$ cat config.mk
export PLATFORM = sky130hd
export DESIGN_NAME = invaders_ram_arbiter_flat
export DESIGN_NICKNAME = d
export VERILOG_FILES = /design/src/rtl/invaders_ram_arbiter_if.sv /design/src/rtl/invaders_ram_arbiter.sv /design/src/flat_wrapper.sv
export SDC_FILE = /design/constraint.sdc
export NUM_CORES = 1
export LEC_CHECK = 0
export ABC_CLOCK_PERIOD_IN_PS = 2300
export BUFFER_PORTS_ARGS = -buffer_cell sky130_fd_sc_hd__buf_2
export CAP_MARGIN = 10
export CORE_UTILIZATION = 40
export CTS_CLUSTER_DIAMETER = 120
export DETAILED_ROUTE_END_ITERATION = 8
export PLACE_DENSITY = 0.7
export SLEW_MARGIN = 20
export SYNTH_ARGS = -nofsm -noshare
export SYNTH_HDL_FRONTEND = slang
export SYNTH_SLANG_ARGS = --single-unit
$ cat constraint.sdc
create_clock -name Clk -period 2.3 [get_ports Clk]
set_clock_uncertainty 0.1 [all_clocks]
set_input_delay 0.46 -clock Clk [delete_from_list [all_inputs] [get_ports Clk]]
set_output_delay 0.46 -clock Clk [all_outputs]
set_load 0.01 [all_outputs]
$ cat src/rtl/invaders_ram_arbiter_if.sv
// rtl/invaders_ram_arbiter_if.sv - host peek/poke port bundle for the work-RAM arbiter
interface invaders_ram_arbiter_if #(
  parameter int ADDR_W = 13,
  parameter int DATA_W = 8
) ();
  logic              hs_req;
  logic              hs_we;
  logic [ADDR_W-1:0] hs_addr;
  logic [DATA_W-1:0] hs_wdata;
  logic              hs_ack;
  logic [DATA_W-1:0] hs_rdata;

  // Requester side (hiscore save/restore, debug access)
  modport master (
    output hs_req, hs_we, hs_addr, hs_wdata,
    input  hs_ack, hs_rdata
  );

  // Arbiter side
  modport slave (
    input  hs_req, hs_we, hs_addr, hs_wdata,
    output hs_ack, hs_rdata
  );
endinterface

$ cat src/rtl/invaders_ram_arbiter.sv
// rtl/invaders_ram_arbiter.sv - shares the 8080 work RAM with a host port, stalling the CPU in VBlank
module invaders_ram_arbiter #(
  parameter int ADDR_W    = 13,
  parameter int DATA_W    = 8,
  parameter int MAX_BURST = 16,
  parameter int TIMEOUT   = 65535
) (
  input  logic                Clk,
  input  logic                Rst_n,
  input  logic                VBlank,
  // CPU core RAM bus
  input  logic [ADDR_W-1:0]   cpu_addr,
  input  logic [DATA_W-1:0]   cpu_wdata,
  input  logic                cpu_we_n,
  output logic [DATA_W-1:0]   cpu_rdata,
  output logic                cpu_ena,
  // Host port
  invaders_ram_arbiter_if.slave hs,
  // Memory block
  output logic [ADDR_W-1:0]   ram_addr,
  output logic [DATA_W-1:0]   ram_wdata,
  output logic                ram_we_n,
  input  logic [DATA_W-1:0]   ram_rdata
);

  // A zero TIMEOUT still needs a one-bit counter so the compare is legal.
  localparam int WAIT_W  = (TIMEOUT > 0) ? $clog2(TIMEOUT + 1) : 1;
  localparam int BURST_W = $clog2(MAX_BURST + 1);

  localparam logic [WAIT_W-1:0]  TIMEOUT_V   = WAIT_W'(TIMEOUT);
  localparam logic [BURST_W-1:0] MAX_BURST_V = BURST_W'(MAX_BURST);

  typedef enum logic [2:0] {
    S_IDLE    = 3'd0,
    S_STALL   = 3'd1,
    S_ACCESS  = 3'd2,
    S_CAPTURE = 3'd3,
    S_ACK     = 3'd4,
    S_DECIDE  = 3'd5
  } state_e;

  state_e              state_q, state_d;
  logic [WAIT_W-1:0]   wait_cnt_q, wait_cnt_d;
  logic [BURST_W-1:0]  burst_cnt_q, burst_cnt_d;
  logic                forced_q, forced_d;
  logic                hs_ack_q, hs_ack_d;
  logic [DATA_W-1:0]   hs_rdata_q, hs_rdata_d;

  logic grant_req;
  logic burst_more;

  // A pending request is granted in VBlank, or outside it once it has waited TIMEOUT cycles.
  assign grant_req  = hs.hs_req && (VBlank || (wait_cnt_q == TIMEOUT_V));
  // Another word may follow only for a non-forced grant still inside VBlank with burst budget left.
  assign burst_more = hs.hs_req && !forced_q && VBlank && (burst_cnt_q < MAX_BURST_V);

  // FSM state register
  always_ff @(posedge Clk or negedge Rst_n) begin
    if (!Rst_n) begin
      state_q <= S_IDLE;
    end else begin
      state_q <= state_d;
    end
  end

  // FSM next-state decode
  always_comb begin
    state_d = state_q;
    unique case (state_q)
      S_IDLE:    if (grant_req) state_d = S_STALL;
      S_STALL:   state_d = S_ACCESS;
      S_ACCESS:  state_d = S_CAPTURE;
      S_CAPTURE: state_d = S_ACK;
      S_ACK:     state_d = S_DECIDE;
      S_DECIDE:  state_d = burst_more ? S_ACCESS : S_IDLE;
      default:   state_d = S_IDLE;
    endcase
  end

  // FSM output decode: CPU owns the RAM in IDLE and STALL, the host everywhere else
  always_comb begin
    cpu_ena   = 1'b0;
    ram_addr  = hs.hs_addr;
    ram_wdata = hs.hs_wdata;
    ram_we_n  = 1'b1;
    unique case (state_q)
      S_IDLE: begin
        cpu_ena   = 1'b1;
        ram_addr  = cpu_addr;
        ram_wdata = cpu_wdata;
        ram_we_n  = cpu_we_n;
      end
      // CPU is frozen but its bus stays on the RAM so a write already in flight lands.
      S_STALL: begin
        ram_addr  = cpu_addr;
        ram_wdata = cpu_wdata;
        ram_we_n  = cpu_we_n;
      end
      S_ACCESS: begin
        ram_we_n  = !hs.hs_we;
      end
      default: begin
        ram_we_n  = 1'b1;
      end
    endcase
  end

  // Wait/burst counters, forced-grant flag and host response next values
  always_comb begin
    wait_cnt_d  = wait_cnt_q;
    burst_cnt_d = burst_cnt_q;
    forced_d    = forced_q;
    hs_ack_d    = (state_q == S_CAPTURE);
    hs_rdata_d  = hs_rdata_q;

    // The timeout only measures an uninterrupted wait outside VBlank.
    if (!hs.hs_req || VBlank) begin
      wait_cnt_d = '0;
    end else if (state_q == S_IDLE) begin
      if (grant_req) begin
        wait_cnt_d = '0;
      end else if (wait_cnt_q < TIMEOUT_V) begin
        wait_cnt_d = wait_cnt_q + 1'b1;
      end
    end

    if ((state_q == S_IDLE) && grant_req) begin
      forced_d = !VBlank;
    end

    if ((state_q == S_ACCESS) && (burst_cnt_q < MAX_BURST_V)) begin
      burst_cnt_d = burst_cnt_q + 1'b1;
    end else if ((state_q == S_DECIDE) && !burst_more) begin
      burst_cnt_d = '0;
    end

    // RAM data for the host word is valid one cycle after ACCESS presented the address.
    if (state_q == S_CAPTURE) begin
      hs_rdata_d = ram_rdata;
    end
  end

  // Counter and host response registers
  always_ff @(posedge Clk or negedge Rst_n) begin
    if (!Rst_n) begin
      wait_cnt_q  <= '0;
      burst_cnt_q <= '0;
      forced_q    <= 1'b0;
      hs_ack_q    <= 1'b0;
      hs_rdata_q  <= '0;
    end else begin
      wait_cnt_q  <= wait_cnt_d;
      burst_cnt_q <= burst_cnt_d;
      forced_q    <= forced_d;
      hs_ack_q    <= hs_ack_d;
      hs_rdata_q  <= hs_rdata_d;
    end
  end

  assign cpu_rdata   = ram_rdata;
  assign hs.hs_ack   = hs_ack_q;
  assign hs.hs_rdata = hs_rdata_q;

endmodule

$ cat src/flat_wrapper.sv
// flat-port wrapper written by rule: the top's interface ports become plain ports
module invaders_ram_arbiter_flat 
#(
  parameter int ADDR_W    = 13,
  parameter int DATA_W    = 8,
  parameter int MAX_BURST = 16,
  parameter int TIMEOUT   = 65535
)
  (Clk, Rst_n, VBlank, cpu_addr, cpu_wdata, cpu_we_n, cpu_rdata, cpu_ena, ram_addr, ram_wdata, ram_we_n, ram_rdata, hs_hs_req, hs_hs_we, hs_hs_addr, hs_hs_wdata, hs_hs_ack, hs_hs_rdata);
  invaders_ram_arbiter_if #(.ADDR_W(ADDR_W), .DATA_W(DATA_W)) hs_i ();
  input  logic Clk;
  input  logic Rst_n;
  input  logic VBlank;
  input  logic [ADDR_W-1:0] cpu_addr;
  input  logic [DATA_W-1:0] cpu_wdata;
  input  logic cpu_we_n;
  output logic [DATA_W-1:0] cpu_rdata;
  output logic cpu_ena;
  output logic [ADDR_W-1:0] ram_addr;
  output logic [DATA_W-1:0] ram_wdata;
  output logic ram_we_n;
  input  logic [DATA_W-1:0] ram_rdata;
  input wire logic [$bits(hs_i.hs_req)-1:0] hs_hs_req;
  input wire logic [$bits(hs_i.hs_we)-1:0] hs_hs_we;
  input wire logic [$bits(hs_i.hs_addr)-1:0] hs_hs_addr;
  input wire logic [$bits(hs_i.hs_wdata)-1:0] hs_hs_wdata;
  output wire logic [$bits(hs_i.hs_ack)-1:0] hs_hs_ack;
  output wire logic [$bits(hs_i.hs_rdata)-1:0] hs_hs_rdata;
  assign hs_i.hs_req = hs_hs_req;
  assign hs_i.hs_we = hs_hs_we;
  assign hs_i.hs_addr = hs_hs_addr;
  assign hs_i.hs_wdata = hs_hs_wdata;
  assign hs_hs_ack = hs_i.hs_ack;
  assign hs_hs_rdata = hs_i.hs_rdata;
  invaders_ram_arbiter #(.ADDR_W(ADDR_W), .DATA_W(DATA_W), .MAX_BURST(MAX_BURST), .TIMEOUT(TIMEOUT)) u_core (.Clk(Clk), .Rst_n(Rst_n), .VBlank(VBlank), .cpu_addr(cpu_addr), .cpu_wdata(cpu_wdata), .cpu_we_n(cpu_we_n), .cpu_rdata(cpu_rdata), .cpu_ena(cpu_ena), .hs(hs_i), .ram_addr(ram_addr), .ram_wdata(ram_wdata), .ram_we_n(ram_we_n), .ram_rdata(ram_rdata));
endmodule
==> reports/summary.txt, run 1 <==
Final hold vios: 0
IO Pins: 96
Post-Syn Instances: 203
Final GP Congestion: 0.843
P&R area growth vs syn: 29.4%
Design Power: 2.48 mW
Leakage: 1.22 nW
Iteration-0 DRC Markers: 79
GR Overflow Total: 0
Req. time, crit path: 1.74 ns
Chip height: 73.9 um
Worst slew pin tran: 0.746 ns
Latest clock arrival within the worst-skew pair: 0.29 ns
Global-route wire length before repair: 7960 um
Critical path peak fanout: 9
Diodes inserted: 0
Vias per cell: 5.26
Final Non-Filler Cells: 363
Area leader, netlist: dfrtp_1
Top cells by count, synth: dfrtp_1 (34), mux2_2 (31), nand2_1 (18), o211ai_1 (11), nor2_1 (9)
Setup crit end kind: output pin
Setup_tns: 0 ns
Dpl cells: 354
CP Data Arrival Time: 1.64 ns
DRT antenna net count: 0
Post-DP HPWL: 3920 um
Fin util: 55.3%
Synth area leaders: dfrtp_1 (41%), mux2_2 (17%), o211ai_1 (4.0%)
# setup viols final: 0
Yosys warns: 0
First-pass DRT Iterations: 4
Post CTS Setup Buffer Count: 0
CTS tree: built
Layout cells sized above 1: 50.3%
Share of the synthesized area in the top cell type: 41.1%
Routed wire per std cell: 13.8 um
Syn Nets: 261
Initial antenna violation count: 0
Tcrit/Tclk final: 95.8%
Number of CTS-inserted buffers: 5
GRT Overall Usage: 19.9%
Die ar.: 0.00547 mm^2
RR Startpoint: u_core.wait_cnt_q[0]$_DFFE_PN0P_
Reg2Reg Setup Slack: 0.20 ns
Slew Viols, Final: 0
IO Port Bufs: 95
RSZ-0062 raised after global routing: false
Post-synth EDFFs: 0
Slew HR: 50.3%
Seq/Total Area, Yosys: 41.1%
VDD IR max: 0.486 mV
Fillers: 425
Die width: 73.9 um
Max Cap Viol: 0
Initial Utilization: 42.7%
Worst setup path startpoint: u_core.state_q[0]$_DFFE_PN0P_
Pin count of the biggest net entering global routing: 35
#FFs+latches synth: 34
Final worst path period need: 2.20 ns
Ys async rst share: 100%
R2R cell count: 5
Status: finished, final reports clean
Syn Area/Cell: 10.2 um^2
Fin nets: 353
Fmax: 454 MHz
Pwr/cell area: 927 mW/mm^2
Vias in the first global route: 1755
HP Class: primary input to async pin
Main flop type after synthesis: dfrtp_1
CP Capture Point: cpu_ena
Cell Area, Placed: 0.00257 mm^2
Most frequent cell after synthesis: dfrtp_1
Synthesized area: 0.00207 mm^2
DR DRC count: 0
Rows: 25
Total routed wirelength: 5000 um
WS Path Type: flip-flop to output pin
Via count: 1911
CTS max path bufs: 2
Unique masters post-synth: 44
Reg2reg end: u_core.wait_cnt_q[13]$_DFFE_PN0P_
Core outline area: 0.00485 mm^2
Nature of the critical path startpoint: flip-flop
Sink Count: 34
Final Instance Area: 0.00268 mm^2
CTS clk-pin slew, worst paths: 0.07 ns
Number of H-tree levels: 2
Clock root buffer: clkbuf_8
## cells by family after synthesis
group | synth area share [%]
adder cells (fa/ha/maj) | 1.21
AND/OR/NAND/NOR | 17.7
multiplexers | 17.4
XOR/XNOR | 1.27
AO/OA/AOI/OAI | 14.8
flip-flops | 41.1
buffers and inverters | 6.53
## flip-flops by register name, summed over array words and instances, names as in the netlist
signal	flops
u_core.forced_q	1
u_core.wait_cnt_q	16
u_core.hs.hs_rdata	8
u_core.burst_cnt_q	5
u_core.state_q	3
u_core.hs.hs_ack	1
## how the worst min path moves through the flow
stage,start,endpoint,slack [ns],depth (start not counted)
floorplan,Rst_n,u_core.burst_cnt_q[0]$_DFFE_PN0P_,0.06,0
global placement,u_core.forced_q$_DFFE_PN0P_,u_core.forced_q$_DFFE_PN0P_,0.37,1
detailed placement,u_core.forced_q$_DFFE_PN0P_,u_core.forced_q$_DFFE_PN0P_,0.37,1
CTS,Rst_n,u_core.wait_cnt_q[2]$_DFFE_PN0P_,0.15,1
global route,Rst_n,u_core.wait_cnt_q[2]$_DFFE_PN0P_,0.19,1
finish,Rst_n,u_core.wait_cnt_q[3]$_DFFE_PN0P_,0.13,1
## cells in the final DEF, fill, tap and decap left out, types with 3 or more instances in the layout
| cell type | instances |
|---|---|
| o21ai_1 | 3 |
| dfrtp_1 | 33 |
| buf_4 | 6 |
| o31ai_1 | 3 |
| o211ai_1 | 11 |
| nor4_1 | 3 |
| inv_1 | 8 |
| or3_1 | 4 |
| nand3_1 | 6 |
| nand2_1 | 18 |
| mux2_2 | 31 |
| nor2_1 | 8 |
| clkbuf_8 | 6 |
| nand4_1 | 6 |
| o21ai_0 | 8 |
| buf_2 | 95 |
| a21oi_1 | 5 |
## per-stage QoR
step / setup WS (ns) / hold slack [ns]
after global routing: 0.0195 / 0.195
final: 0.0972 / 0.132
after global placement: 0.264 / 0.367
after detailed placement: 0.206 / 0.374
after CTS: 0.0225 / 0.150
after floorplan: 0.278 / 0.0644
## final cells by class
| class | instances | area (um^2) | area share (%) |
|---|---|---|---|
| sequential | 34 | 852 | 31.8 |
| clock inverter | 2 | 12.5 | 0.467 |
| timing repair buffer | 102 | 532 | 19.9 |
| tap | 67 | 83.8 | 3.13 |
| multi-input combinational | 144 | 1090 | 40.5 |
| clock buffer | 6 | 82.6 | 3.08 |
| inverter | 8 | 30.0 | 1.12 |
## critical path, stage by stage, from the launching register on
cell and delay [ns]:
dfrtp_1 0.47, or3_1 0.53, inv_1 0.20, buf_2 0.16
## timing repair
action                                 in CTS  in global routing
endpoints found under the hold margin       0                  0
gates resized for setup                     0                  5
hold buffers                                0                  0
setup endpoints to repair                   0                 21
## routing by layer
| layer | global-route usage (%) | part of all wire, % |
|---|---|---|
| met2 | 34.5 | 51 |
| met5 | 0 | 0 |
| met3 | 5.15 | 6.3 |
| met1 | 23.1 | 41 |
| met4 | 8.55 | 2.2 |
## report_power, final
part / internal, mW / switching, mW
clock: 0.240 / 0.218
combinational: 0.595 / 0.577
sequential: 0.741 / 0.112
total: 1.58 / 0.906
Power figures use the tool's default switching activity.
==> run 2, diff against run 1 <==
--- a/config.mk
+++ b/config.mk
@@ -5,13 +5,13 @@
 export SDC_FILE = /design/constraint.sdc
 export NUM_CORES = 1
 export LEC_CHECK = 0
-export ABC_CLOCK_PERIOD_IN_PS = 2300
+export ABC_CLOCK_PERIOD_IN_PS = 1850
 export BUFFER_PORTS_ARGS = -buffer_cell sky130_fd_sc_hd__buf_2
 export CAP_MARGIN = 10
 export CORE_UTILIZATION = 40
 export CTS_CLUSTER_DIAMETER = 120
 export DETAILED_ROUTE_END_ITERATION = 8
-export PLACE_DENSITY = 0.7
+export PLACE_DENSITY = 0.73
 export SLEW_MARGIN = 20
 export SYNTH_ARGS = -nofsm -noshare
 export SYNTH_HDL_FRONTEND = slang
==> constraint.sdc (replaced) <==
create_clock -name Clk -period 1.85 [get_ports Clk]
set_clock_uncertainty 0.1 [all_clocks]
set_input_delay 0.37 -clock Clk [delete_from_list [all_inputs] [get_ports Clk]]
set_output_delay 0.37 -clock Clk [all_outputs]
set_load 0.01 [all_outputs]
==> reports/summary.txt, run 2 (synthesis gave the netlist of run 1 again) <==
Status: finished, violations left
Failing checks: hold timing, setup timing
Chip height: 73.9 um (unchanged)
Via count: 2182 (+14%)
Setup_tns: -3.48 ns (-3.48 ns)
IO Port Bufs: 95 (unchanged)
Total routed wirelength: 6360 um (+27%)
Worst slew pin tran: 0.492 ns (-0.254 ns)
First-pass DRT Iterations: 4 (unchanged)
Cell Area, Placed: 0.00274 mm^2 (+6.6%)
Final worst path period need: 2.04 ns
Number of H-tree levels: 2 (unchanged)
Max FFs per register: 16 (unchanged)
Slew Viols, Final: 0 (unchanged)
Layout cells sized above 1: 59.2% (+8.9 points)
Req. time, crit path: 1.38 ns (-0.36 ns)
Final worst slack: -0.190 ns (-0.287 ns)
Pin count of the biggest net entering global routing: 35 (unchanged)
Most flop-heavy register: u_core.wait_cnt_q
RSZ-0062 raised after global routing: true
DRT antenna net count: 0 (unchanged)
Clock root buffer: clkbuf_8
Rows: 25 (unchanged)
Sink Count: 34 (unchanged)
CTS clk-pin slew, worst paths: 0.07 ns (about the same)
CTS tree: built
Sequential cell area: 851 um^2 (-0.15%)
P&R area growth vs syn: 57.7%
Pwr/cell area: 1160 mW/mm^2 (+25%)
Routed wire per std cell: 16.0 um (+16%)
GR Overflow Total: 0 (unchanged)
Die width: 73.9 um (unchanged)
CP Data Arrival Time: 1.57 ns (-0.07 ns)
Tcrit/Tclk final: 110%
Worst setup path startpoint: u_core.state_q[1]$_DFFE_PN0P_
Slew HR: 67.1% (+17 points)
Most common cell after layout, fill and taps aside: buf_2
CTS max path bufs: 2 (unchanged)
DR DRC count: 0 (unchanged)
VDD IR max: 0.794 mV (+63%)
Die ar.: 0.00547 mm^2 (unchanged)
Fin util: 67.3% (+12 points)
Leakage: 1.53 nW (+26%)
Most frequent cells in the layout: buf_2 (78), dfrtp_1 (34), buf_4 (30)
HP Class: primary input to async pin
IO Pins: 96 (unchanged)
GRT Overall Usage: 23.7% (+3.8 points)
Final Instance Area: 0.00326 mm^2 (+22%)
# setup viols final: 27 (+27)
Post-DP HPWL: 4290 um (+9.3%)
Number of CTS-inserted buffers: 5 (unchanged)
Vias per cell: 5.48 (+4.1%)
RR Startpoint: u_core.wait_cnt_q[0]$_DFFE_PN0P_
Diodes inserted: 0 (unchanged)
Latest clock arrival within the worst-skew pair: 0.29 ns (about the same)
Vias in the first global route: 2051 (+17%)
Max Cap Viol: 0 (unchanged)
Nature of the critical path startpoint: flip-flop
Fillers: 348 (-18%)
Core outline area: 0.00485 mm^2 (unchanged)
Initial antenna violation count: 0 (unchanged)
Global-route wire length before repair: 9570 um (+20%)
Multi-input gate area: 0.00124 mm^2 (+14%)
Setup crit end kind: output pin
Iteration-0 DRC Markers: 64 (-19%)
WS Path Type: flip-flop to output pin
Min Hold Slack: -0.00675 ns (-0.138 ns)
Final hold vios: 12 (+12)
Fmax: 490 MHz
Initial Utilization: 42.7% (unchanged)
Fin nets: 388 (+9.9%)
Final GP Congestion: 0.870 (+3.1%)
Critical path peak fanout: 6 (-3)
==> run 2: cell types whose count changed in the layout (fill, tap and decap cells not counted), moves of 2 or more <==
cell,previous run,this run
o31ai_1,3,1
mux2_4,0,11
buf_6,1,25
mux2_2,31,20
buf_4,6,30
o31ai_2,0,2
buf_2,95,78
o21ai_1,3,1
o21ai_2,0,2
==> run 2: critical path, stage by stage, from the launching register on <==
cell,delay (ns)
dfrtp_1,0.43
nor2_4,0.15
buf_6,0.14
buf_12,0.12
mux2_4,0.31
buf_6,0.13
==> run 2: area by class of cell <==
| class | instances | share of cell area [%] |
|---|---|---|
| inverters | 8 | 1.07 |
| clock inverters | 2 | 0.383 |
| repair buffers | 136 | 29.4 |
| clock buffers | 6 | 2.53 |
| flip-flops and latches | 34 | 26.1 |
| multi-input cells | 145 | 38.0 |
| well taps | 67 | 2.57 |
==> run 2: timing repair <==
action                                  4_1_cts  5_1_grt
resized for setup                            52       15
hold buffers                                  0        0
setup buffers                                 9        4
endpoints found under the setup margin       26       42
pin swaps                                     5       11
hold endpoints to repair                      0        0
gates cloned                                  3        0
==> run 2: routing by layer <==
| layer | share of wire, % | GRT usage [%] | wire, um |
|---|---|---|---|
| met1 | 37 | 26.2 | 2330 |
| met2 | 53 | 42.6 | 3340 |
| met4 | 4.3 | 13.7 | 272 |
| met5 | 0 | 0 | 0 |
| met3 | 6.6 | 4.07 | 421 |
==> run 2: where the power goes <==
group	internal, mW	leakage (nW)	switching (mW)
Clock	0.299	0.0472	0.284
Sequential	0.919	0.443	0.114
Combinational	1.21	1.04	0.957
Total	2.43	1.53	1.36
==> run 2: per-stage QoR <==
stage,setup WS [ns],power [mW],instances
after floorplan,0.0427,2.00,203
after global placement,0.00955,2.54,375
after detailed placement,-0.0338,2.57,375
after CTS,-0.169,3.79,395
after global routing,-0.230,3.98,398
final,-0.190,3.78,398
==> run 2: path summary, 6_finish.rpt <==
check                           slack, ns                           endpoint  depth (start not counted)
worst max-delay path                -0.19                       ram_wdata[3]                          5
worst min-delay path               -0.007  u_core.wait_cnt_q[14]$_DFFE_PN0P_                          2
worst max register to register      -0.03  u_core.wait_cnt_q[12]$_DFFE_PN0P_                          6
worst min register to register       0.40        u_core.forced_q$_DFFE_PN0P_                          1
max in group asynchronous            1.34  u_core.hs.hs_rdata[6]$_DFFE_PN0P_                          2
min in group Clk                     0.22  u_core.hs.hs_rdata[7]$_DFFE_PN0P_                          2
==> run 3, diff against run 2 <==
--- a/config.mk
+++ b/config.mk
@@ -8,10 +8,11 @@
 export ABC_CLOCK_PERIOD_IN_PS = 1850
 export BUFFER_PORTS_ARGS = -buffer_cell sky130_fd_sc_hd__buf_2
 export CAP_MARGIN = 10
-export CORE_UTILIZATION = 40
+export CORE_UTILIZATION = 44
+export CTS_BUF_LIST = sky130_fd_sc_hd__clkbuf_2
 export CTS_CLUSTER_DIAMETER = 120
 export DETAILED_ROUTE_END_ITERATION = 8
-export PLACE_DENSITY = 0.73
+export PLACE_DENSITY = 0.79
 export SLEW_MARGIN = 20
 export SYNTH_ARGS = -nofsm -noshare
 export SYNTH_HDL_FRONTEND = slang
==> reports/summary.txt, run 3 (synthesis gave the netlist of run 1 again) <==
Status: finished, violations left
Failing checks: DRC, setup timing
P&R area growth vs syn: 55.1%
Final GP Congestion: 0.861 (-0.97%)
Max Cap Viol: 0 (unchanged)
R2R cell count: 6 (unchanged)
IO Pins: 96 (unchanged)
Latest clock arrival within the worst-skew pair: 0.40 ns (+0.11 ns)
CP peak stage delay: 0.47 ns (+0.04 ns)
Fin nets: 387 (-0.26%)
DRT antenna net count: 0 (unchanged)
Hold Crit Depth: 2
HP Class: primary input to flip-flop
Setup_tns: -7.03 ns (-3.55 ns)
GRT busiest layer: met2
WS Path Type: flip-flop to output pin
Tcrit/Tclk final: 117% (+6.7 points)
IO Port Bufs: 95 (unchanged)
DR DRC count: 11 (+11)
Post-DP HPWL: 4080 um (-4.8%)
CTS max path bufs: 2 (unchanged)
Iteration-0 DRC Markers: 159 (+150%)
Req. time, crit path: 1.38 ns (about the same)
Leakage: 1.50 nW (-2.0%)
Die width: 70.6 um (-4.5%)
Sink Count: 34 (unchanged)
Crit path max-delay cell type: dfrtp_1
Slew Viols, Final: 0 (unchanged)
Max FFs per register: 16 (unchanged)
Critical path peak fanout: 11 (+5)
Final hold vios: 0 (-12)
Layout cells sized above 1: 58.8% (-0.43 points)
Number of H-tree levels: 2 (unchanged)
Final worst slack: -0.314 ns (-0.123 ns)
Met3 usage in global routing: 4.99% (+0.92 points)
Most flop-heavy register: u_core.wait_cnt_q
Chip height: 70.6 um (-4.5%)
Diodes inserted: 0 (unchanged)
Core outline area: 0.00444 mm^2 (-8.3%)
First-pass DRT Iterations: 6 (+2)
Global-route wire length before repair: 8670 um (-9.4%)
RSZ-0062 raised after global routing: true
Worst slew pin tran: 0.439 ns (-0.0531 ns)
Nature of the critical path startpoint: flip-flop
GR Overflow Total: 0 (unchanged)
CTS clk-pin slew, worst paths: 0.21 ns (+0.14 ns)
Worst setup path startpoint: u_core.state_q[1]$_DFFE_PN0P_
Vias per cell: 5.55 (+1.3%)
GRT Overall Usage: 22.5% (-1.1 points)
Final worst path period need: 2.16 ns (+0.123 ns)
Via count: 2121 (-2.8%)
Slew HR: 70.6% (+3.6 points)
Routed wire per std cell: 15.6 um (-2.1%)
Setup crit end kind: output pin
RR Startpoint: u_core.state_q[1]$_DFFE_PN0P_
Total routed wirelength: 5980 um (-6.1%)
Most frequent cells in the layout: buf_2 (75), dfrtp_1 (33), buf_4 (32)
Reg2reg end: u_core.wait_cnt_q[7]$_DFFE_PN0P_
Design Power: 3.85 mW (+1.7%)
Pin count of the biggest net entering global routing: 35 (unchanged)
Vias in the first global route: 1954 (-4.7%)
HP Start: ram_rdata[6]
M1 GR Usage: 24.8% (-1.4 points)
CP Data Arrival Time: 1.69 ns (+0.12 ns)
CTS tree: built
Initial Utilization: 46.6% (+3.9 points)
VDD IR max: 0.871 mV (+9.7%)
Number of CTS-inserted buffers: 5 (unchanged)
Fmax: 462 MHz (-5.7%)
Rows: 24 (-4.0%)
Die ar.: 0.00498 mm^2 (-8.9%)
Dpl ws: -0.0961 ns (-0.0623 ns)
Reg2Reg Setup Slack: -0.14 ns (-0.11 ns)
CP Cell Sequence: nor2_4 > buf_8 > mux2_2 > buf_6
Most common cell after layout, fill and taps aside: buf_2
Pwr/cell area: 1200 mW/mm^2 (+3.4%)
Hold path endpoint: u_core.hs.hs_rdata[6]$_DFFE_PN0P_
Clock root buffer: clkbuf_2
Initial antenna violation count: 0 (unchanged)
GRT met2 Usage: 42.8% (+0.20 points)
# setup viols final: 35 (+30%)
-- run 3: changes by cell type in the layout (fill, tap and decap cells not counted), moves of 3 or more --
| cell | before | now |
|---|---|---|
| buf_2 | 78 | 75 |
| clkbuf_2 | 0 | 5 |
| clkbuf_8 | 6 | 0 |
| o21ai_1 | 1 | 4 |
-- run 3: timing repair --
action | 4_1_cts | 5_1_grt
pin swaps | 4 | 19
endpoints found under the setup margin | 32 | 38
setup buffers | 6 | 8
gates cloned | 2 | 0
gates resized for setup | 20 | 43
hold buffers | 1 | 0
endpoints found under the hold margin | 34 | 0
-- run 3: report_power, final --
| group | total [mW] | switching (mW) | leakage [nW] | internal [mW] |
|---|---|---|---|---|
| combinational | 2.16 | 0.936 | 1.00 | 1.23 |
| sequential | 1.03 | 0.116 | 0.442 | 0.918 |
| clock | 0.652 | 0.286 | 0.0532 | 0.366 |
| total | 3.85 | 1.34 | 1.50 | 2.51 |
-- run 3: per-stage QoR --
step,instance area (um^2),util (%),std cells,hold slack (ns)
2_1_floorplan,2070,-,203,-0.0256
3_3_place_gp,2740,61.7,361,0.320
3_5_place_dp,2740,61.7,361,0.324
4_1_cts,3020,67.9,377,0.102
5_1_grt,3210,72.2,382,0.0658
6_report,3210,72.2,382,0.0963
-- run 3: cell type report --
type,count,area (um^2)
Timing Repair Buffer,136,953
Inverter,8,32.5
Clock inverter,3,68.8
Tap cell,52,65.1
Multi-Input combinational cell,144,1210
Fill cell,305,1230
Sequential cell,34,852
Clock buffer,5,25.0
-- run 3: how the worst max path moves through the flow --
stage,endpoint,slack (ns),cells past startpoint
after floorplan,ram_addr[0],0.04,4
after global placement,u_core.wait_cnt_q[3]$_DFFE_PN0P_,0.0007,5
after detailed placement,u_core.wait_cnt_q[9]$_DFFE_PN0P_,-0.1,5
after CTS,ram_addr[5],-0.35,5
after global routing,ram_addr[9],-0.40,4
final,ram_addr[0],-0.31,4
-- run 3: layer usage --
layer | share of wire, % | vias to the layer above
met3 | 6.7 | 11
met5 | 0 | -
met1 | 39 | 995
met2 | 53 | 112
li1 | - | 1003
met4 | 2.0 | 0
-- run 3: critical path, delay by kind of cell, from the launching register on --
family | cells | cell delay (ns)
flops | 1 | 0.47
mux | 1 | 0.36
buf+inv | 2 | 0.29
simple gates | 1 | 0.19
